**config.mk**
```make
export PLATFORM = sky130hd
export DESIGN_NAME = writeback_unit
export DESIGN_NICKNAME = d
export VERILOG_FILES = /design/src/rtl/writeback_unit.sv
export SDC_FILE = /design/constraint.sdc
export NUM_CORES = 1
export LEC_CHECK = 0
export CAP_MARGIN = 20
export CORE_UTILIZATION = 25
export CTS_CLUSTER_DIAMETER = 150
export CTS_CLUSTER_SIZE = 8
export DETAILED_ROUTE_END_ITERATION = 10
export PLACE_DENSITY_LB_ADDON = 0.15
export SYNTH_ARGS = -nofsm -noshare
export SYNTH_HDL_FRONTEND = slang
export SYNTH_SLANG_ARGS = --single-unit
```
**constraint.sdc**
```tcl
create_clock -name clk -period 9.1 [get_ports clk]
set_clock_uncertainty 0.2 [all_clocks]
set_input_delay 0.91 -clock clk [delete_from_list [all_inputs] [get_ports clk]]
set_output_delay 0.91 -clock clk [all_outputs]
set_load 0.005 [all_outputs]
```
**src/rtl/writeback_unit.sv**
```systemverilog
// Writeback stage: in-order two-lane writeback queue retiring one entry per cycle into the register file.
// Optional macro WB_BYPASS_EN: read ports return the youngest queued value for a register ahead of the regfile.
module writeback_unit #(
  parameter int DATA_W     = 16,
  parameter int REG_AW     = 3,
  parameter int FIFO_DEPTH = 4
) (
  input  logic                              clk,
  input  logic                              rst,
  input  logic                              wb0_valid,
  input  logic [REG_AW-1:0]                 wb0_reg,
  input  logic [DATA_W-1:0]                 wb0_data,
  input  logic                              wb1_valid,
  input  logic [REG_AW-1:0]                 wb1_reg,
  input  logic [DATA_W-1:0]                 wb1_data,
  output logic                              wb_ready,
  input  logic [REG_AW-1:0]                 rd_addr_a,
  input  logic [REG_AW-1:0]                 rd_addr_b,
  output logic [DATA_W-1:0]                 rd_data_a,
  output logic [DATA_W-1:0]                 rd_data_b,
  output logic [(2**REG_AW)-1:0]            pending_mask,
  output logic                              commit_valid,
  output logic [REG_AW-1:0]                 commit_reg,
  output logic [DATA_W-1:0]                 commit_data,
  output logic [$clog2(FIFO_DEPTH):0]       fifo_count
);
  localparam int NREG  = 2**REG_AW;
  localparam int PTR_W = $clog2(FIFO_DEPTH);
  localparam int CNT_W = PTR_W + 1;

  logic [REG_AW-1:0] q_reg_q  [FIFO_DEPTH];
  logic [REG_AW-1:0] q_reg_d  [FIFO_DEPTH];
  logic [DATA_W-1:0] q_data_q [FIFO_DEPTH];
  logic [DATA_W-1:0] q_data_d [FIFO_DEPTH];
  logic [DATA_W-1:0] rf_q     [NREG];
  logic [DATA_W-1:0] rf_d     [NREG];
  logic [PTR_W-1:0]  rd_ptr_q, rd_ptr_d, wr_ptr_q, wr_ptr_d, wr_alt, slot;
  logic [CNT_W-1:0]  count_q, count_d;
  logic              commit_valid_q, commit_valid_d;
  logic [REG_AW-1:0] commit_reg_q, commit_reg_d;
  logic [DATA_W-1:0] commit_data_q, commit_data_d;
  logic              push0, push1, pop;

  // Two free slots are needed before a cycle may accept both lanes.
  assign wb_ready     = (count_q <= CNT_W'(FIFO_DEPTH - 2));
  assign fifo_count   = count_q;
  assign commit_valid = commit_valid_q;
  assign commit_reg   = commit_reg_q;
  assign commit_data  = commit_data_q;

  always_comb begin : next_state
    push0    = wb_ready && wb0_valid && (wb0_reg != '0);
    push1    = wb_ready && wb1_valid && (wb1_reg != '0);
    pop      = (count_q != '0);
    q_reg_d  = q_reg_q;
    q_data_d = q_data_q;
    rf_d     = rf_q;
    // Lane 1 lands behind lane 0 only when lane 0 actually took a slot.
    wr_alt   = wr_ptr_q + PTR_W'(push0);
    if (push0) begin
      q_reg_d[wr_ptr_q]  = wb0_reg;
      q_data_d[wr_ptr_q] = wb0_data;
    end
    if (push1) begin
      q_reg_d[wr_alt]  = wb1_reg;
      q_data_d[wr_alt] = wb1_data;
    end
    wr_ptr_d       = wr_alt + PTR_W'(push1);
    rd_ptr_d       = rd_ptr_q;
    commit_valid_d = pop;
    commit_reg_d   = commit_reg_q;
    commit_data_d  = commit_data_q;
    if (pop) begin
      rf_d[q_reg_q[rd_ptr_q]] = q_data_q[rd_ptr_q];
      rd_ptr_d                = rd_ptr_q + PTR_W'(1);
      commit_reg_d            = q_reg_q[rd_ptr_q];
      commit_data_d           = q_data_q[rd_ptr_q];
    end
    count_d = count_q + CNT_W'(push0) + CNT_W'(push1) - CNT_W'(pop);
  end

  always_comb begin : lookup
    slot         = '0;
    pending_mask = '0;
    rd_data_a    = (rd_addr_a == '0) ? '0 : rf_q[rd_addr_a];
    rd_data_b    = (rd_addr_b == '0) ? '0 : rf_q[rd_addr_b];
    // Walk oldest to youngest so later matches override earlier ones.
    for (int i = 0; i < FIFO_DEPTH; i++) begin
      slot = rd_ptr_q + PTR_W'(i);
      if (CNT_W'(i) < count_q) begin
        pending_mask[q_reg_q[slot]] = 1'b1;
`ifdef WB_BYPASS_EN
        if (rd_addr_a != '0 && q_reg_q[slot] == rd_addr_a) rd_data_a = q_data_q[slot];
        if (rd_addr_b != '0 && q_reg_q[slot] == rd_addr_b) rd_data_b = q_data_q[slot];
`else
        rd_data_a = rd_data_a;
        rd_data_b = rd_data_b;
`endif
      end
    end
  end

  always_ff @(posedge clk or posedge rst) begin
    if (rst) begin
      q_reg_q        <= '{default: '0};
      q_data_q       <= '{default: '0};
      rf_q           <= '{default: '0};
      rd_ptr_q       <= '0;
      wr_ptr_q       <= '0;
      count_q        <= '0;
      commit_valid_q <= 1'b0;
      commit_reg_q   <= '0;
      commit_data_q  <= '0;
    end else begin
      q_reg_q        <= q_reg_d;
      q_data_q       <= q_data_d;
      rf_q           <= rf_d;
      rd_ptr_q       <= rd_ptr_d;
      wr_ptr_q       <= wr_ptr_d;
      count_q        <= count_d;
      commit_valid_q <= commit_valid_d;
      commit_reg_q   <= commit_reg_d;
      commit_data_q  <= commit_data_d;
    end
  end
endmodule
```
==> results, run 1 <==
- The flow ran to the end, and the final reports show no timing, DRC or antenna violations.
- The number of hold-slack violations in the final timing report is 0.
- In this run the worst setup path begins at rd_addr_a[1].
- After floorplanning, the core was sized to cover ~46000 sq um.
- The first global-routing pass estimated about 54000 um of wire.
- Headroom to the max-slew limit came out at between 30% and 40%.
- For flop-to-flop paths, the worst setup slack is about 5700 ps.
- The maximum clock rate is between 200 and 250 MHz.
- The post-synthesis share of cell area spent on and, or, nand and nor gates is roughly 7.5%.
- The net count after synthesis is ~1k.
- Multiplexer cells account for around a third of the synthesized area.
- Gates resized during post-CTS repair numbered 0.
- The proportion of power drawn by flip-flops and latches is between 30% and 40%.
- The final critical-path required period is 4840 ps.
- The number of antenna violations at the first check in global routing came to 2.
- The startpoint of the most critical hold path is commit_data[5]$_DFFE_PP0N_.
- Row generation in the floorplan step produced between 70 and 80 rows.
- At the placement stage, the worst setup path has a slack of about 4300 ps.
- The number of nets in the finished design is roughly 1.1k.
- Summing the areas of all fa, ha and maj instances in the mapped netlist gives 0.985% of the synthesized area.
- Max-cap violations in this run came to 0.
- The startpoint identified for the worst register-to-register timing path is rd_ptr_q[0]$_DFFE_PP0N_.
- The number of cells after detailed placement is approximately 1.6k.
- Setup repair after global routing left no endpoint under its margin.
- The clock-pin transition on the worst setup and hold timing paths is 50 ps.
- The area of the mapped netlist is approximately 12000 sq um.
- The remaining design rule violation count is 0.
- After routing the design area is between 10000 and 15000 sq um.
- The data arrival time of the critical path is between 3000 and 4000 ps.
- The share of total power dissipated in combinational logic is between 50% and 60%.
- After detailed placement, the total cell area comes to ~13000 sq um.
- CTS saw approximately 220 sinks.
- The clock tree root driver cell is sky130_fd_sc_hd__clkbuf_16.
- The count of vias placed by the detailed router is about 8k.
- Post-CTS timing repair inserted 0 buffers for setup.
- The combinational family with the most area after synthesis is multiplexers.
- The worst-margin pin slew is between 1000 and 1500 ps.
- The final critical-path share of the clock period is a little over half.
- The via count of the first global-routing pass was 8680.
- The count of warnings emitted by yosys is 0.
- The total net switching power is 2.18 mW.
- The type of element launching the critical path is an input pin.
- The critical path capture point type is an output port.
- The synthesized netlist devotes under 10% of its cell area to compound gates.
- The remaining global-route overflow is 0.
- The commonest register cell after synthesis is sky130_fd_sc_hd__dfrtp_1.
- The routed via count divided by cell count is around 5.
- The number of endpoints failing setup at the final stage is 0.
- The width of the die is 218 um.
- After legalization and detailed placement, the total HPWL measured ~22000 um.
- Cells with a size suffix above 1 make up about a quarter of the layout.
- TritonCTS built the clock tree.
- During placement, the flow inserted port buffers numbering between 100 and 150.
- The power density over the cells is roughly 400 nW/um^2.
- The summed negative setup slack over all endpoints is 0 ps.
- For this design the top-level I/O count stands at around 110.
- In the synthesized netlist, the number of instances is around 960.
- Along the worst path, the maximum fanout reaches 33.
- The quantity of hold-fixing buffers added after cts is 0.
- The layout overhead on the synthesized area is 21.5%.
- The register containing the most flip-flops in the final layout is rf_q.
- In this run, synthesis inferred 0 flip-flops with an integrated enable.
- The maximum clock path buffer count is 3.
- The number of nets still failing antenna checks after routing is 0.
- The peak supply drop is approximately 0.15 mV.
- The number of max-slew violations in the final report came to 0.
- By startpoint and endpoint, the worst setup path is classified as in -> out.
- Of the total synthesized cell area, the portion taken by XOR and XNOR cells is less than 1%.
- The number of design-rule violations left by the first detailed-router iteration is 517.
- In the final routed layout, each cell accounts on average for around 21 um.
- STA puts the critical path data required time at between 7000 and 8000 ps.
- The switching share of power is a little under two fifths.
- The standby leakage power is slightly above 6 nW.
- The tightest hold path in the finished design has a slack of between 200 and 300 ps.
- Measured on the finished design, the core utilization comes to 31.0%.
- In the post-route analysis, the smallest setup slack over all paths is 4260 ps.
- The clock network burns about 18% of the power.
- The first TritonRoute pass finished after 5 iterations.
- The detailed-route wire length is around 35000 um.
- The worst hold path belongs to the class reg -> reg.
- Sequential elements use around 46% of the synthesized area.
- The floorplan die height is about 220 um.
- Clock tree synthesis inserted a total of 30 buffers.
- The H-tree level count is 1.
- Overall power consumption after layout is estimated at about 5.7 mW.
- The finished layout holds 1661 standard cells, fillers aside.
- The average instance in the mapped netlist occupies ~12 sq um.
- The flip-flop count of the largest register after layout is roughly 110.
- The clock reaches the later pin of the worst-skew pair after about 560 ps.
- The area of the die is about 48000 sq um.
- The total of fill cells in the finished design is approximately 4.6k.
- The placer's final routability congestion estimate is about 0.76.
- The starting utilization of the core area is between 20% and 30%.
- Synthesis inferred 215 register bits.
- The pin count of the biggest net entering global routing is 110.
- In the global route stage, overall resource usage came out at between 15 and 20%.
- The number of different library cells used by synthesis comes to 50.
- Internal power comes to roughly 3.5 mW.
- Counting flops with an async set or reset pin after synthesis yields a share of 100%.
-- power by group through the flow --
stage / Sequential (mW) / Clock, mW / Combinational (mW)
floorplan: 1.70 / 0 / 2.02
global route: 1.93 / 1.07 / 3.13
global placement: 1.85 / 0 / 2.88
finish: 1.84 / 0.999 / 2.87
detailed placement: 1.86 / 0 / 2.91
CTS: 1.84 / 1.05 / 2.92
-- path summary, 6_finish.rpt --
check | endpoint | depth (start not counted)
setup / recovery | rd_data_a[14] | 6
hold / removal | commit_data[5]$_DFFE_PP0N_ | 2
setup reg to reg | rf_q[27]$_DFFE_PP0P_ | 4
hold reg to reg | commit_data[5]$_DFFE_PP0N_ | 2
max in group asynchronous | rd_ptr_q[0]$_DFFE_PP0N_ | 3
min in group asynchronous | commit_valid$_DFF_PP0_ | 2
-- layout make-up --
class                           count  area, sq um  area share, %
Inverter                           24         97.6          0.688
Clock buffer                       33          783           5.52
Tap cell                          600          751           5.29
Antenna cell                        1         2.50         0.0176
Multi-Input combinational cell    657         5930           41.8
Sequential cell                   215         5380           37.9
Timing Repair Buffer              131         1250           8.82
-- cell usage in the layout (no fill, tap or decap), drive strengths merged --
master / instances
a2111oi: 2
a211oi: 1
a21o: 1
a21oi: 55
a221oi: 15
a22oi: 21
a31oi: 1
a32oi: 2
and2: 2
and4: 1
buf: 22
clkbuf: 33
clkdlybuf4s50: 109
dfrtp: 215
diode: 1
fa: 2
ha: 6
inv: 24
mux2: 144
mux2i: 79
mux4: 59
nand2: 116
nand2b: 7
nand3: 1
nand4: 1
nor2: 47
nor2b: 8
nor3: 2
nor3b: 2
o2111ai: 6
o21ai: 54
o221ai: 8
o31a: 1
o31ai: 1
or2: 4
or3: 1
or3b: 1
xnor2: 5
xor2: 1
-- synth_stat cells, drive strengths merged, types with 4 or more instances --
library cell  count  share of area (%)
nor2b             8               0.43
ha                6               0.64
or2               4               0.24
a22oi            21                1.3
o21ai            54                2.3
clkbuf           35                1.1
nand2           116                3.7
nor2             47                2.1
mux2            144                 14
nand2b            7               0.40
dfrtp           215                 46
buf              33                1.9
o2111ai           6               0.45
a21oi            55                2.4
inv              24               0.77
xnor2             5               0.37
a221oi           15                1.1
mux4             59                 11
o221ai            8               0.60
mux2i            79                6.8
-- routing by layer --
layer  share of wire [%]  GRT usage, %  up-vias
met5               0.048             0        -
met4                 2.7          4.45        2
met3                 4.4          2.63       70
met2                  48          25.0      217
met1                  45          20.1     4086
li1                    -             -     3732
-- cell families after synthesis --
kind of cell,after synthesis
mux,282
flops,215
simple gates,193
compound gates,168
buf+inv,92
fa+ha+maj,8
xor+xnor,6
-- critical path: stages --
cell and delay (ps):
sky130_fd_sc_hd__clkdlybuf4s50_1 460, sky130_fd_sc_hd__buf_4 450, sky130_fd_sc_hd__nor2b_2 930, sky130_fd_sc_hd__a221oi_1 250, sky130_fd_sc_hd__a21oi_1 180, sky130_fd_sc_hd__clkdlybuf4s50_1 530
Power figures use the tool's default switching activity.
==> run 2: changes to the inputs <==
==> constraint.sdc (replaced) <==
create_clock -name clk -period 5.1 [get_ports clk]
set_clock_uncertainty 0.2 [all_clocks]
set_input_delay 0.51 -clock clk [delete_from_list [all_inputs] [get_ports clk]]
set_output_delay 0.51 -clock clk [all_outputs]
set_load 0.005 [all_outputs]
==> run 2 against run 1 <==
Clock power up 78%. Sequential cell count stayed put. Design area rose by 0.48%. Non-clock buffer count grew 7. Total power up 79%. Hold slack better by 1.5 ps. Sequential share of layout area is 0.18 points lower. First-iteration DRC count decreased by 0.97%. Critical path type is now reg -> out. Critical endpoint is now pending_mask[3]. Largest cell class unchanged.
==> results, run 2 (same netlist as run 1, synthesis figures left out) <==
- The setup fix buffers added after clock tree synthesis is 0 (unchanged).
- The worst-skew pair later-pin latency is 550 ps (was 560 ps).
- The placeable core region is 45800 sq um (unchanged).
- The register area is 5380 sq um (unchanged).
- The clock-pin transition on the worst setup and hold timing paths is 50 ps (about the same).
- The number of cell rows is 78 (unchanged).
- The total of max-cap violations was 0 (unchanged).
- The number of cells after detailed placement is 1633 (was 1627).
- The path type of the worst setup path is reg -> out (was in -> out).
- The launch point of the worst reg-to-reg path is fifo_count[2]$_DFF_PP0_ (was rd_ptr_q[0]$_DFFE_PP0N_).
- Static timing analysis puts the maximum clock frequency at roughly 260 MHz.
- The worst relative slew slack is 29.3% (was 31.2%).
- The number of clock buffers inserted by TritonCTS is 30 (unchanged).
- The post-cts gate resize count is 0 (unchanged).
- The number of cells on the worst hold path is 2 (unchanged).
- The end point of the most critical hold path is commit_data[4]$_DFFE_PP0N_ (was commit_data[5]$_DFFE_PP0N_).
- The wire length of the first global-routing pass was 54600 um (was 54300 um).
- The instance area at placement was 13500 sq um (was 13400 sq um).
- The routed via count divided by cell count came to 4.91 (was 4.88).
- The share of the core filled with cells is 31.2% (was 31.0%).
- The width of the die was 218 um (unchanged).
- The startpoint of the most critical hold path is commit_data[4]$_DFFE_PP0N_ (was commit_data[5]$_DFFE_PP0N_).
- The quantity of hold-fixing buffers added after cts is 0 (unchanged).
- The peak supply drop was 0.271 mV (was 0.151 mV).
- The count of vias placed by the detailed router is 8188 (was 8107).
- Setup repair after global routing missed its margin: false (unchanged).
- The layout cell share with drive strength beyond 1 was 26.3% (was 26.0%).
- The number of clock sinks is 215 (unchanged).
- The clock tree root driver cell was sky130_fd_sc_hd__clkbuf_16 (unchanged).
- The number of hold-slack violations in the final timing report is 0 (unchanged).
- The via count of the first global-routing pass was 8453 (was 8680).
- The number of design-rule violations left by the first detailed-router iteration is 512 (was 517).
- The overall power consumption is 10.2 mW (was 5.71 mW).
- The summed negative setup slack over all endpoints is 0 ps (unchanged).
- The flip-flop count of the largest register after layout is 112 (unchanged).
- The pin count of the biggest net entering global routing is 140 (was 110).
- The maximum clock path buffer count is 3 (unchanged).
- The number of I/O pins came to 112 (unchanged).
- The worst min-delay path class is reg -> reg (unchanged).
- The register containing the most flip-flops in the final layout is rf_q (unchanged).
- The CTS tree was built (unchanged).
- The maximum net fanout on the critical path is 14 (was 33).
- The final critical-path share of the clock period is about three quarters.
- The total of fill cells in the finished design is 4650 (was 4625).
- The cell depth of the worst flop-to-flop path is 11 (was 4).
- The final critical-path required period is 3850 ps.
- The worst reg2reg path endpoint is q_data_q[18]$_DFF_PP0_ (was rf_q[27]$_DFFE_PP0P_).
- The mean routed wirelength per cell is 21.4 um (was 21.1 um).
- The number of antenna violations at the first check in global routing is 0 (was 2).
- The starting utilization of the core area is 25.5% (unchanged).
- The required arrival time at the worst endpoint is 4390 ps (was 7990 ps).
- Most frequent cells in the layout: sky130_fd_sc_hd__dfrtp_1, sky130_fd_sc_hd__mux2_2, sky130_fd_sc_hd__nand2_1, sky130_fd_sc_hd__clkdlybuf4s50_1, sky130_fd_sc_hd__mux2i_1 (unchanged).
- The remaining design rule violation count was 0 (unchanged).
- The number of nets still failing antenna checks after routing is 0 (unchanged).
- The number of nets in the finished design is 1122 (was 1115).
- The non-filler instance count after layout is 1668 (was 1661).
- The area of the die is 47600 sq um (unchanged).
- Result of the run: finished clean (unchanged).
- The number of port buffers was 111 (unchanged).
- The standby leakage power is 6.21 nW (was 6.18 nW).
- The worst-margin pin slew is 1060 ps (was 1030 ps).
- The data arrival time of the critical path was 3140 ps (was 3730 ps).
- The total global-route track usage is 15.2% (was 15.1%).
- The HPWL reported at the end of detailed placement is 23000 um (was 22300 um).
- The most common library cell in the layout ignoring fill and taps is sky130_fd_sc_hd__dfrtp_1 (unchanged).
- The multi-input combinational cell area is 5920 sq um (was 5930 sq um).
- The H-tree level count is 1 (unchanged).
- The flop-to-flop setup slack is 1990 ps (was 5680 ps).
- The cell area after layout is 14300 sq um (was 14200 sq um).
- The number of max-slew violations in the final report is 0 (unchanged).
- The placer's final routability congestion estimate was 0.758 (was 0.757).
- The layout overhead on the synthesized area is 22.1% (was 21.5%).
- The number of endpoints failing setup at the final stage is 0 (unchanged).
- The critical path capture point type is an output port (unchanged).
- The power density over the cells is 716 nW/um^2 (was 402 nW/um^2).
- The first-pass iteration count of the detailed router is 7 (was 5).
- The type of element launching the critical path is a register (was input pin).
- The detailed-route wire length came to 35700 um (was 35100 um).
- The floorplan die height is 218 um (unchanged).
- The remaining global-route overflow is 0 (unchanged).
run 2: changes by cell type in the layout (fill, tap and decap cells not counted), sizes merged:
cell | before | now
clkinvlp | 0 | 1
inv | 24 | 23
buf | 22 | 29
run 2: layout make-up:
| type | count | share of cell area, % |
|---|---|---|
| Sequential cell | 215 | 37.7 |
| Antenna cell | 1 | 0.0175 |
| Tap cell | 600 | 5.26 |
| Inverter | 24 | 0.658 |
| Timing Repair Buffer | 138 | 9.32 |
| Multi-Input combinational cell | 657 | 41.5 |
| Clock buffer | 33 | 5.49 |
run 2: power breakdown:
group | leakage [nW] | internal (mW) | switching, mW
Clock | 0.384 | 1.06 | 0.723
Combinational | 3.23 | 2.65 | 2.50
Sequential | 2.60 | 2.61 | 0.666
run 2: how the worst max path moves through the flow:
stage	slack [ps]	cells after the start	startpoint	end
6_report	1250	5	rd_ptr_q[1]$_DFFE_PP0N_	pending_mask[3]
5_1_grt	1080	5	rd_ptr_q[1]$_DFFE_PP0N_	pending_mask[3]
4_1_cts	1230	5	rd_ptr_q[1]$_DFFE_PP0N_	pending_mask[3]
3_5_place_dp	1610	6	rd_addr_b[1]	rd_data_b[13]
3_3_place_gp	1610	6	rd_addr_b[1]	rd_data_b[13]
2_1_floorplan	1590	1	rst	commit_data[0]$_DFFE_PP0N_
run 2: metrics by stage:
stage                     hold slack, ps  setup slack, ps
after floorplan                      263             1590
after global placement               258             1610
after detailed placement             260             1610
after CTS                            272             1230
after global routing                 278             1080
final                                263             1250
run 2: per-layer routing:
metal,part of all wire [%],vias to the layer above,global-route usage [%]
li1,-,3739,-
met2,46,195,24.2
met1,47,4199,21.0
met3,4.4,55,2.59
met5,0,-,0
met4,2.5,0,4.34
run 2: worst max-delay path: stages (launching register included):
cell	delay [ps]
sky130_fd_sc_hd__dfrtp_1	690
sky130_fd_sc_hd__mux4_2	580
sky130_fd_sc_hd__nor3_1	460
sky130_fd_sc_hd__a32oi_1	200
sky130_fd_sc_hd__o221ai_1	120
sky130_fd_sc_hd__clkdlybuf4s50_1	540
==> run 3: changes to the inputs <==
==> constraint.sdc (replaced) <==
create_clock -name clk -period 3.9 [get_ports clk]
set_clock_uncertainty 0.2 [all_clocks]
set_input_delay 0.39 -clock clk [delete_from_list [all_inputs] [get_ports clk]]
set_output_delay 0.39 -clock clk [all_outputs]
set_load 0.005 [all_outputs]
==> run 3 against run 2 <==
Total power rose by 31%. Worst setup slack got worse by 980 ps. Via count fell by 0.70%. Clock power rose by 32%. Sequential power rose by 29%. Core utilization rose by 0.17 points. Cell count rose by 0.48%. Combinational power rose by 32%. First-iteration DRC count rose by 0.39%. Critical path depth did not move.
==> results, run 3 (same netlist as run 1, synthesis figures left out) <==
- The number of diodes added for antenna fixing is 0 (was 1).
- The worst-skew pair later-pin latency is 560 ps (was 550 ps).
- The clock tree root driver cell is sky130_fd_sc_hd__clkbuf_16 (unchanged).
- The worst-case setup slack after placement is 579 ps (was 1610 ps).
- The type of element launching the critical path is a register (unchanged).
- The share of the core filled with cells came to 31.3% (was 31.2%).
- The HPWL reported at the end of detailed placement is 23200 um (was 23000 um).
- The path type of the worst setup path is reg -> out (unchanged).
- The register containing the most flip-flops in the final layout is rf_q (unchanged).
- The starting utilization of the core area is 25.5% (unchanged).
- The clock-pin transition on the worst setup and hold timing paths is 60 ps (was 50 ps).
- The remaining global-route overflow came to 0 (unchanged).
- Result of the run: finished clean (unchanged).
- The H-tree level count is 1 (unchanged).
- The via count of the first global-routing pass is 8387 (was 8453).
- The CTS tree is built (unchanged).
- The worst relative slew slack is 29.6% (was 29.3%).
- The worst reg2reg path endpoint is q_data_q[19]$_DFF_PP0_ (was q_data_q[18]$_DFF_PP0_).
- The data arrival time of the critical path is 3040 ps (was 3140 ps).
- The floorplan die height is 218 um (unchanged).
- The critical path capture point type is an output port (unchanged).
- The number of cells after detailed placement is 1643 (was 1633).
- The number of antenna violations at the first check in global routing is 1 (was 0).
- The count of vias placed by the detailed router is 8131 (was 8188).
- The wire length of the first global-routing pass was 54600 um (about the same).
- Cell-by-cell listing of the critical path: buf_4 -> mux2_2 -> or2_2 -> o221ai_1 -> clkdlybuf4s50_1 (was mux4_2 -> nor3_1 -> a32oi_1 -> o221ai_1 -> clkdlybuf4s50_1).
- The mean routed wirelength per cell is 21.2 um (was 21.4 um).
- The maximum net fanout on the critical path is 19 (was 14).
- The highest-delay cell along the critical path is sky130_fd_sc_hd__dfrtp_2 (was sky130_fd_sc_hd__dfrtp_1).
- The flop-to-flop setup slack is 780 ps (was 1990 ps).
- The number of nets still failing antenna checks after routing is 0 (unchanged).
- The number of port buffers is 111 (unchanged).
- The required arrival time at the worst endpoint is 3310 ps (was 4390 ps).
- The buffers plus inverters on the worst setup path is 2 (was 1).
- The placer's final routability congestion estimate was 0.747 (was 0.758).
- Dividing the final minimum period by the clock period gives 93.0%.
- The summed negative setup slack over all endpoints is 0 ps (unchanged).
- The cell depth of the worst flop-to-flop path is 11 (unchanged).
- The area of the die is 47600 sq um (unchanged).
- The flip-flop count of the largest register after layout was 112 (unchanged).
- The pin count of the biggest net entering global routing is 88 (was 140).
- The quantity of hold-fixing buffers added after cts is 0 (unchanged).
- The total of max-cap violations is 0 (unchanged).
- The detailed-route wire length is 35400 um (was 35700 um).
- The placeable core region is 45800 sq um (unchanged).
- Setup repair after global routing missed its margin: false (unchanged).
- The number of clock buffers inserted by TritonCTS is 30 (unchanged).
- The endpoint of the most critical setup path is pending_mask[3] (unchanged).
- The standby leakage power was 6.26 nW (was 6.21 nW).
- The layout overhead on the synthesized area was 22.7% (was 22.1%).
- The launch point of the worst reg-to-reg path is fifo_count[2]$_DFF_PP0_ (unchanged).
- The layout cell share with drive strength beyond 1 was 27.0% (was 26.3%).
- The routed via count divided by cell count is 4.85 (was 4.91).
- The first-pass iteration count of the detailed router is 5 (was 7).
- The number of clock sinks is 215 (unchanged).
- The maximum clock path buffer count is 3 (unchanged).
- The number of endpoints failing setup at the final stage is 0 (unchanged).
- The final critical-path required period is around 3600 ps.
- The worst-margin pin slew is 1050 ps (was 1060 ps).
- The setup fix buffers added after clock tree synthesis is 0 (unchanged).
- The number of design-rule violations left by the first detailed-router iteration was 514 (was 512).
- Most frequent cells in the layout: sky130_fd_sc_hd__dfrtp_1, sky130_fd_sc_hd__mux2_2, sky130_fd_sc_hd__nand2_1, sky130_fd_sc_hd__clkdlybuf4s50_1, sky130_fd_sc_hd__mux2i_1 (unchanged).
- The most common library cell in the layout ignoring fill and taps is sky130_fd_sc_hd__dfrtp_1 (unchanged).
- The power density over the cells came to 931 nW/um^2 (was 716 nW/um^2).
- The launching instance or port of the critical path was rd_ptr_q[0]$_DFFE_PP0N_ (was rd_ptr_q[1]$_DFFE_PP0N_).
- The total global-route track usage came to 15.2% (about the same).
- The final worst-path setup slack came to 273 ps (was 1250 ps).
- The width of the die is 218 um (unchanged).
- The peak supply drop is 0.367 mV (was 0.271 mV).
- The critical path depth in cells was 5 (unchanged).
- The top cell family by delay on the critical path was buffers and inverters (was flip-flops).
- The post-cts gate resize count was 0 (unchanged).
- The remaining design rule violation count is 0 (unchanged).
- The number of I/O pins is 112 (unchanged).
- The worst min-delay path class is in -> async (was reg -> reg).
- The number of cell rows was 78 (unchanged).
- For this run, the top clock speed supported by timing is roughly 280 MHz.
- The non-filler instance count after layout is 1676 (was 1668).
- The number of nets in the finished design is 1131 (was 1122).
- The number of max-slew violations in the final report came to 0 (unchanged).
- The number of hold-slack violations in the final timing report is 0 (unchanged).
- The largest stage delay on the critical path was 560 ps (was 690 ps).
run 3: changes by cell type in the layout (fill, tap and decap cells not counted), sizes merged:
| cell | delta |
|---|---|
| buf | +9 |
| diode | -1 |
run 3: worst min-delay path by stage:
stage / end / slack, ps / depth (start not counted)
4_1_cts: rf_q[81]$_DFFE_PP0P_ / 30 / 2
3_3_place_gp: commit_data[0]$_DFFE_PP0N_ / 250 / 2
5_1_grt: rf_q[81]$_DFFE_PP0P_ / 60 / 2
3_5_place_dp: commit_data[0]$_DFFE_PP0N_ / 260 / 2
2_1_floorplan: commit_data[0]$_DFFE_PP0N_ / 260 / 2
6_report: rf_q[81]$_DFFE_PP0P_ / 50 / 2
run 3: through the flow:
stage          instance area [sq um]  hold slack [ps]  power [mW]
6_report                       14300             48.0        13.3
4_1_cts                        14300             29.2        13.6
3_5_place_dp                   13600              261        11.1
5_1_grt                        14300             61.2        14.3
3_3_place_gp                   13600              255        11.0
2_1_floorplan                  11700              263        8.68
run 3: area by class of cell:
cell class,instances,area (sq um)
Clock buffer,33,783
Fill cell,4590,31400
Inverter,24,93.8
Multi-Input combinational cell,657,5920
Sequential cell,215,5380
Tap cell,600,751
Timing Repair Buffer,147,1410
run 3: power by group:
part | internal (mW) | switching (mW)
Sequential | 3.41 | 0.804
Clock | 1.38 | 0.966
Combinational | 3.49 | 3.29
run 3: layer usage:
| metal | part of all wire [%] | GRT usage [%] | vias to the layer above |
|---|---|---|---|
| met5 | 0.031 | 0 | - |
| met4 | 2.0 | 3.45 | 2 |
| met3 | 3.4 | 2.13 | 44 |
| met2 | 46 | 24.6 | 191 |
| met1 | 48 | 21.5 | 4140 |
| li1 | - | - | 3754 |
run 3: worst reg2reg max path: cells and delay by family (launching register included):
family / cells / cell delay, ps
adders and majority gates: 2 / 610
AOI/OAI and AO/OA: 2 / 480
buffers and inverters: 4 / 840
xor gates and xnor gates: 1 / 150
and+or+nand+nor: 2 / 260
DFF: 1 / 450
